File: src/rtl/axi_defines.sv
// Shared AXI4 burst/response encodings, the 4 KB page constant and the WRAP-length rule
// used by the burst address generator and its legality checker.
package axi_defines;

  typedef enum logic [1:0] {
    BURST_FIXED = 2'b00,
    BURST_INCR  = 2'b01,
    BURST_WRAP  = 2'b10,
    BURST_RSVD  = 2'b11
  } burst_t;

  typedef enum logic [1:0] {
    RESP_OKAY   = 2'b00,
    RESP_EXOKAY = 2'b01,
    RESP_SLVERR = 2'b10,
    RESP_DECERR = 2'b11
  } resp_t;

  typedef enum logic {
    S_IDLE  = 1'b0,
    S_BURST = 1'b1
  } state_t;

  localparam int AXI_4KB = 4096;

  // WRAP bursts must be 2, 4, 8 or 16 beats; len is beats minus one.
  function automatic logic axi_wrap_legal(input logic [31:0] len);
    return (len == 32'd1) || (len == 32'd3) || (len == 32'd7) || (len == 32'd15);
  endfunction

endpackage

File: src/rtl/axi_burst_check.sv
// Combinational legality check for one AXI4 address-channel command.
module axi_burst_check
  import axi_defines::*;
#(
  parameter int ADDR_W = 32,
  parameter int DATA_W = 32,
  parameter int LEN_W  = 8
) (
  input  logic [ADDR_W-1:0] addr_i,
  input  logic [LEN_W-1:0]  len_i,
  input  logic [2:0]        size_i,
  input  burst_t            burst_i,
  output logic              illegal_o
);

  logic [31:0] bytes;
  logic [31:0] beats;
  logic [31:0] page_off;
  logic        misaligned;

  always_comb begin
    bytes      = 32'd1 << size_i;
    beats      = 32'(len_i) + 32'd1;
    // Offset of the aligned start address inside its 4 KB page.
    page_off   = 32'(addr_i[11:0]) & ~(bytes - 32'd1);
    misaligned = (addr_i & ADDR_W'(bytes - 32'd1)) != '0;

    illegal_o = 1'b0;
    if (bytes > 32'(DATA_W / 8))
      illegal_o = 1'b1;
    if (burst_i == BURST_RSVD)
      illegal_o = 1'b1;
    if ((burst_i == BURST_WRAP) && (!axi_wrap_legal(32'(len_i)) || misaligned))
      illegal_o = 1'b1;
    if ((burst_i == BURST_INCR) && ((page_off + beats * bytes) > 32'(AXI_4KB)))
      illegal_o = 1'b1;
  end

endmodule

File: src/rtl/axi_burst_addr_gen.sv
// AXI4 slave-side burst address generator: accepts one command, then emits one
// registered beat (address, index, last, response) per handshake.
module axi_burst_addr_gen
  import axi_defines::*;
#(
  parameter int ADDR_W = 32,
  parameter int DATA_W = 32,
  parameter int LEN_W  = 8
) (
  input  logic              clk,
  input  logic              rst,
  input  logic              cmd_valid,
  output logic              cmd_ready,
  input  logic [ADDR_W-1:0] cmd_addr,
  input  logic [LEN_W-1:0]  cmd_len,
  input  logic [2:0]        cmd_size,
  input  burst_t            cmd_burst,
  output logic              beat_valid,
  input  logic              beat_ready,
  output logic [ADDR_W-1:0] beat_addr,
  output logic [LEN_W-1:0]  beat_idx,
  output logic              beat_last,
  output resp_t             beat_resp,
  output logic              busy
);

  state_t            state_q, state_d;
  logic              valid_q, valid_d;
  logic              last_q, last_d;
  logic [ADDR_W-1:0] addr_q, addr_d;
  logic [ADDR_W-1:0] bytes_q, bytes_d;
  logic [ADDR_W-1:0] wmask_q, wmask_d;
  logic [ADDR_W-1:0] next_addr;
  logic [LEN_W-1:0]  idx_q, idx_d;
  logic [LEN_W-1:0]  len_q, len_d;
  burst_t            burst_q, burst_d;
  resp_t             resp_q, resp_d;
  logic              illegal;

  axi_burst_check #(
    .ADDR_W (ADDR_W),
    .DATA_W (DATA_W),
    .LEN_W  (LEN_W)
  ) u_check (
    .addr_i    (cmd_addr),
    .len_i     (cmd_len),
    .size_i    (cmd_size),
    .burst_i   (cmd_burst),
    .illegal_o (illegal)
  );

  assign cmd_ready  = (state_q == S_IDLE) && !rst;
  assign busy       = (state_q == S_BURST);
  assign beat_valid = valid_q;
  assign beat_addr  = addr_q;
  assign beat_idx   = idx_q;
  assign beat_last  = last_q;
  assign beat_resp  = resp_q;

  // Illegal bursts hold the start address; WRAP stays inside its W-aligned window.
  always_comb begin
    next_addr = addr_q;
    if (resp_q == RESP_OKAY) begin
      case (burst_q)
        BURST_INCR: next_addr = (addr_q & ~(bytes_q - ADDR_W'(1))) + bytes_q;
        BURST_WRAP: next_addr = (addr_q & ~wmask_q) | ((addr_q + bytes_q) & wmask_q);
        default:    next_addr = addr_q;
      endcase
    end
  end

  always_comb begin
    state_d = state_q;
    valid_d = valid_q;
    last_d  = last_q;
    addr_d  = addr_q;
    bytes_d = bytes_q;
    wmask_d = wmask_q;
    idx_d   = idx_q;
    len_d   = len_q;
    burst_d = burst_q;
    resp_d  = resp_q;
    case (state_q)
      S_IDLE: begin
        if (cmd_valid && cmd_ready) begin
          state_d = S_BURST;
          valid_d = 1'b1;
          addr_d  = cmd_addr;
          idx_d   = '0;
          last_d  = (cmd_len == '0);
          len_d   = cmd_len;
          burst_d = cmd_burst;
          resp_d  = illegal ? RESP_SLVERR : RESP_OKAY;
          bytes_d = ADDR_W'(1) << cmd_size;
          wmask_d = ((ADDR_W'(1) << cmd_size) * (ADDR_W'(cmd_len) + ADDR_W'(1))) - ADDR_W'(1);
        end
      end
      S_BURST: begin
        if (valid_q && beat_ready) begin
          if (last_q) begin
            state_d = S_IDLE;
            valid_d = 1'b0;
          end else begin
            idx_d  = idx_q + LEN_W'(1);
            last_d = ((idx_q + LEN_W'(1)) == len_q);
            addr_d = next_addr;
          end
        end
      end
      default: state_d = S_IDLE;
    endcase
  end

  always_ff @(posedge clk) begin
    if (rst) begin
      state_q <= S_IDLE;
      valid_q <= 1'b0;
      last_q  <= 1'b0;
      addr_q  <= '0;
      bytes_q <= '0;
      wmask_q <= '0;
      idx_q   <= '0;
      len_q   <= '0;
      burst_q <= BURST_FIXED;
      resp_q  <= RESP_OKAY;
    end else begin
      state_q <= state_d;
      valid_q <= valid_d;
      last_q  <= last_d;
      addr_q  <= addr_d;
      bytes_q <= bytes_d;
      wmask_q <= wmask_d;
      idx_q   <= idx_d;
      len_q   <= len_d;
      burst_q <= burst_d;
      resp_q  <= resp_d;
    end
  end

endmodule

File: config.mk
export PLATFORM = sky130hd
export DESIGN_NAME = axi_burst_addr_gen
export DESIGN_NICKNAME = d
export VERILOG_FILES = /design/src/rtl/axi_defines.sv /design/src/rtl/axi_burst_check.sv /design/src/rtl/axi_burst_addr_gen.sv
export SDC_FILE = /design/constraint.sdc
export NUM_CORES = 1
export LEC_CHECK = 0
export ABC_AREA = 0
export BUFFER_PORTS_ARGS = -buffer_cell sky130_fd_sc_hd__buf_2
export CAP_MARGIN = 20
export CORE_ASPECT_RATIO = 0.5
export CORE_MARGIN = 3
export CORE_UTILIZATION = 30
export CTS_CLUSTER_SIZE = 40
export DETAILED_ROUTE_END_ITERATION = 8
export PLACE_DENSITY = 0.52
export SYNTH_ARGS = -nofsm -noshare
export SYNTH_HDL_FRONTEND = slang
export SYNTH_SLANG_ARGS = --single-unit
File: constraint.sdc
create_clock -name clk -period 8.7 [get_ports clk]
set_clock_uncertainty 0.2 [all_clocks]
set_input_delay 0 -clock clk [delete_from_list [all_inputs] [get_ports clk]]
set_output_delay 0 -clock clk [all_outputs]
set_load 0.05 [all_outputs]
==> impl_metrics.py <==
metrics = {
    "critical_path": {
        "regToRegStartpoint": "busy",
        "end_kind": "flip-flop",
        "reg2reg_depth": 12,
        "r2r_slack_ns": 4.61,
        "critPathKind": "in -> reg",
        "start_kind": "input pin",
        "cp.arrival_ns": 7.37,
        "required_ns": 8.76,
        "path_max_fanout": 9,
    },
    "floorplanning": {
        "rows": 47,
        "die-area_sq_um": 36800,
        "initial_core_util": 0.309,
        "fp.dieH_um": 137,
        "io_pins": 95,
        "placeableCoreArea_sq_um": 33500,
        "die_w_um": 268,
    },
    "route": {
        "drcViolationCount": 0,
        "drtIter0Drc": 825,
        "vias_per_cell": 5.49,
        "wirelength_mm": 36.8,
        "vias": 10600,
        "final_antenna_net_count": 0,
        "wl_per_cell_um": 19.2,
        "dr.pass1.iters": 5,
    },
    "cts": {
        "cts_tree": "yes",
        "cts_setup_buffers": 0,
        "clockBufferDepth": 2,
        "clk_pin_slew_ns": 0.07,
        "numCtsBuffers": 9,
        "ctsHoldBuffers": 42,
        "htree_levels": 3,
        "cts.sinks": 94,
        "cts_resized": 0,
        "cts_root_buf": "clkbuf_16",
        "clock_latency_ns": 0.37,
    },
    "sta": {
        "fin_crit_sh": 0.840,
        "tns_ns": 0,
        "relSlewSlack": 0.383,
        "finalWorstSetupSlack_ns": 1.39,
        "max_freq_ghz": 0.137,
        "hold_violations": 0,
        "max_slew.worst_pin.slew_ns": 0.919,
        "setup_viol": 0,
        "rsz0062_at_grt": "false",
        "period_needed_ns": 7.31,
        "slew_violations": 0,
    },
    "final_layout": {
        "diodes": 0,
        "multi_input_area_sq_um": 7760,
        "design_area_sq_um": 11900,
        "final_layout_size_suffix_gt1_frac": 0.102,
        "regArea_sq_um": 1880,
        "fill_cells": 3564,
        "final_cell_mix": "nor2_1, nand2_1, a21oi_1",
        "final_common_cell": "nor2_1",
        "area_delta_synth_final_pct": 14.9,
        "instances_no_fill": 1922,
        "nets": 1643,
    },
    "pwr": {
        "p_leak_nw": 4.98,
        "power_w": 0.00151,
        "power_density_nw_per_um2": 127,
        "ir_drop_mv": 0.0760,
    },
    "min_path": {
        "hold_depth": 4,
        "min_path_type": "in -> reg",
        "hp-start": "cmd_addr[6]",
    },
    "global_routing": {
        "grt_pass1_wl_mm": 57.5,
        "overflow": 0,
        "antenna_found_initial": 0,
        "grt_usage": 0.200,
        "grt_pass1_vias": 9953,
        "grt_max_degree": 59,
    },
    "logic_synthesis": {
        "yosysSeqAreaShare": 0.182,
        "netlist_instances": 1395,
        "synthXorXnorAreaFrac": 0.0594,
        "postSynthAreaPerCell_sq_um": 7.40,
        "synth-seq-cells": 94,
        "synth_top_family_by_area": "simple AND/OR/NAND/NOR gates",
        "ys_async_sr_fraction": 0,
        "syn-num-nets": 1562,
        "synth_fa_ha_area_frac": 0.176,
        "yosys_warnings": 0,
        "syn_area_sq_um": 10300,
        "synth_cell_type_count": 85,
        "synthMuxAreaShare": 0.00775,
        "synthSimpleGateAreaFrac": 0.255,
        "synth-main-ff-cell": "dfxtp_1",
        "synth_compound_area_frac": 0.252,
        "synth-edff-count": 0,
    },
    "flow_run": {
        "drv_cap": 0,
    },
    "placed_design": {
        "placedCellCount": 1864,
        "placed_cell_area_sq_um": 11100,
        "port-buffer-count": 93,
        "gp_congestion": 0.909,
        "dp_hpwl_mm": 27.6,
        "dp_slack_ns": 1.63,
    },
    "status": {
        "status": "complete, no violations",
    },
}
through the flow:
stage	hold slack, ns	utilization
2_1_floorplan	-0.0640	-
3_3_place_gp	0.0998	0.332
3_5_place_dp	0.0926	0.332
4_1_cts	0.00154	0.355
5_1_grt	0.0273	0.355
6_report	0.00342	0.355
worst max-delay path, stage by stage:
cell and delay [ns]:
dlygate4sd3_1 0.52, buf_2 0.20, ha_1 0.28, nand3_1 0.14, xor2_1 0.59, nand2b_1 0.22, fa_1 0.44, fa_1 0.51
inv_1 0.06, fa_1 0.53, inv_1 0.05, fa_1 0.52, inv_1 0.04, ha_1 0.34, o211ai_1 0.15, o21ai_0 0.21
xor2_1 0.31, ha_1 0.35, inv_1 0.11, o21ai_0 0.08, a2111oi_0 0.48, o2111ai_1 0.19, nor4_1 0.21, a31oi_1 0.12
or4_1 0.52, o21a_1 0.20
kinds of logic (layout without fill, tap and decap cells):
family                     count (synthesis)  after routing
adders and majority gates                118            118
buffers and inverters                    172            258
other                                      1              1
and+or+nand+nor                          533            533
DFF                                       94             94
muxes                                      8              8
xor gates and xnor gates                  70             70
AOI/OAI and AO/OA                        399            399
how the worst max path moves through the flow:
stage / from / end / slack (ns)
floorplan: cmd_len[2] / beat_resp[1] / 2.31
global placement: cmd_len[0] / beat_resp[1] / 1.72
detailed placement: cmd_len[0] / beat_resp[1] / 1.63
CTS: cmd_len[0] / beat_resp[1] / 1.44
global route: cmd_len[0] / beat_resp[1] / 0.85
finish: cmd_len[0] / beat_resp[1] / 1.39
cells in the mapped netlist (all sizes together), types with 8 or more instances:
library cell	n	share of area
nor4	15	0.013
a211o	8	0.0068
nand2	138	0.050
and4	10	0.0087
xor2	36	0.031
nor3	25	0.013
a211oi	27	0.021
nand3	46	0.022
and2	15	0.0091
ha	73	0.088
nor3b	9	0.0065
o221ai	9	0.0076
nand2b	13	0.0079
a21o	11	0.0080
clkbuf	57	0.021
o211ai	16	0.012
and3	23	0.014
a21oi	101	0.049
a31oi	32	0.019
nor2	165	0.060
nand4	25	0.015
dfxtp	94	0.18
nor2b	13	0.0079
o21ai	102	0.050
buf	20	0.011
mux2i	8	0.0078
xnor2	34	0.029
inv	94	0.035
o22ai	8	0.0048
o21a	15	0.011
fa	45	0.087
layer usage:
layer	global-route usage	part of all wire	routed length (um)
met1	0.288	0.48	17800
met5	0	0	0
met2	0.312	0.43	15900
met3	0.0271	0.060	2200
met4	0.0583	0.027	987
report_power, final:
| group | leakage, nW | total, W | switching [W] | internal (W) |
|---|---|---|---|---|
| Clock | 0.154 | 0.000459 | 0.000203 | 0.000256 |
| Combinational | 4.06 | 0.000554 | 0.000361 | 0.000193 |
| Sequential | 0.767 | 0.000493 | 0.0000378 | 0.000455 |
area by class of cell:
class / instances / share of cell area
well taps: 441 / 0.0465
repair buffers: 147 / 0.0822
inverters: 95 / 0.0307
flip-flops and latches: 94 / 0.159
multi-input cells: 1129 / 0.654
clock inverters: 7 / 0.00875
clock buffers: 9 / 0.0190
No activity file was read; power rests on OpenSTA's default activity.
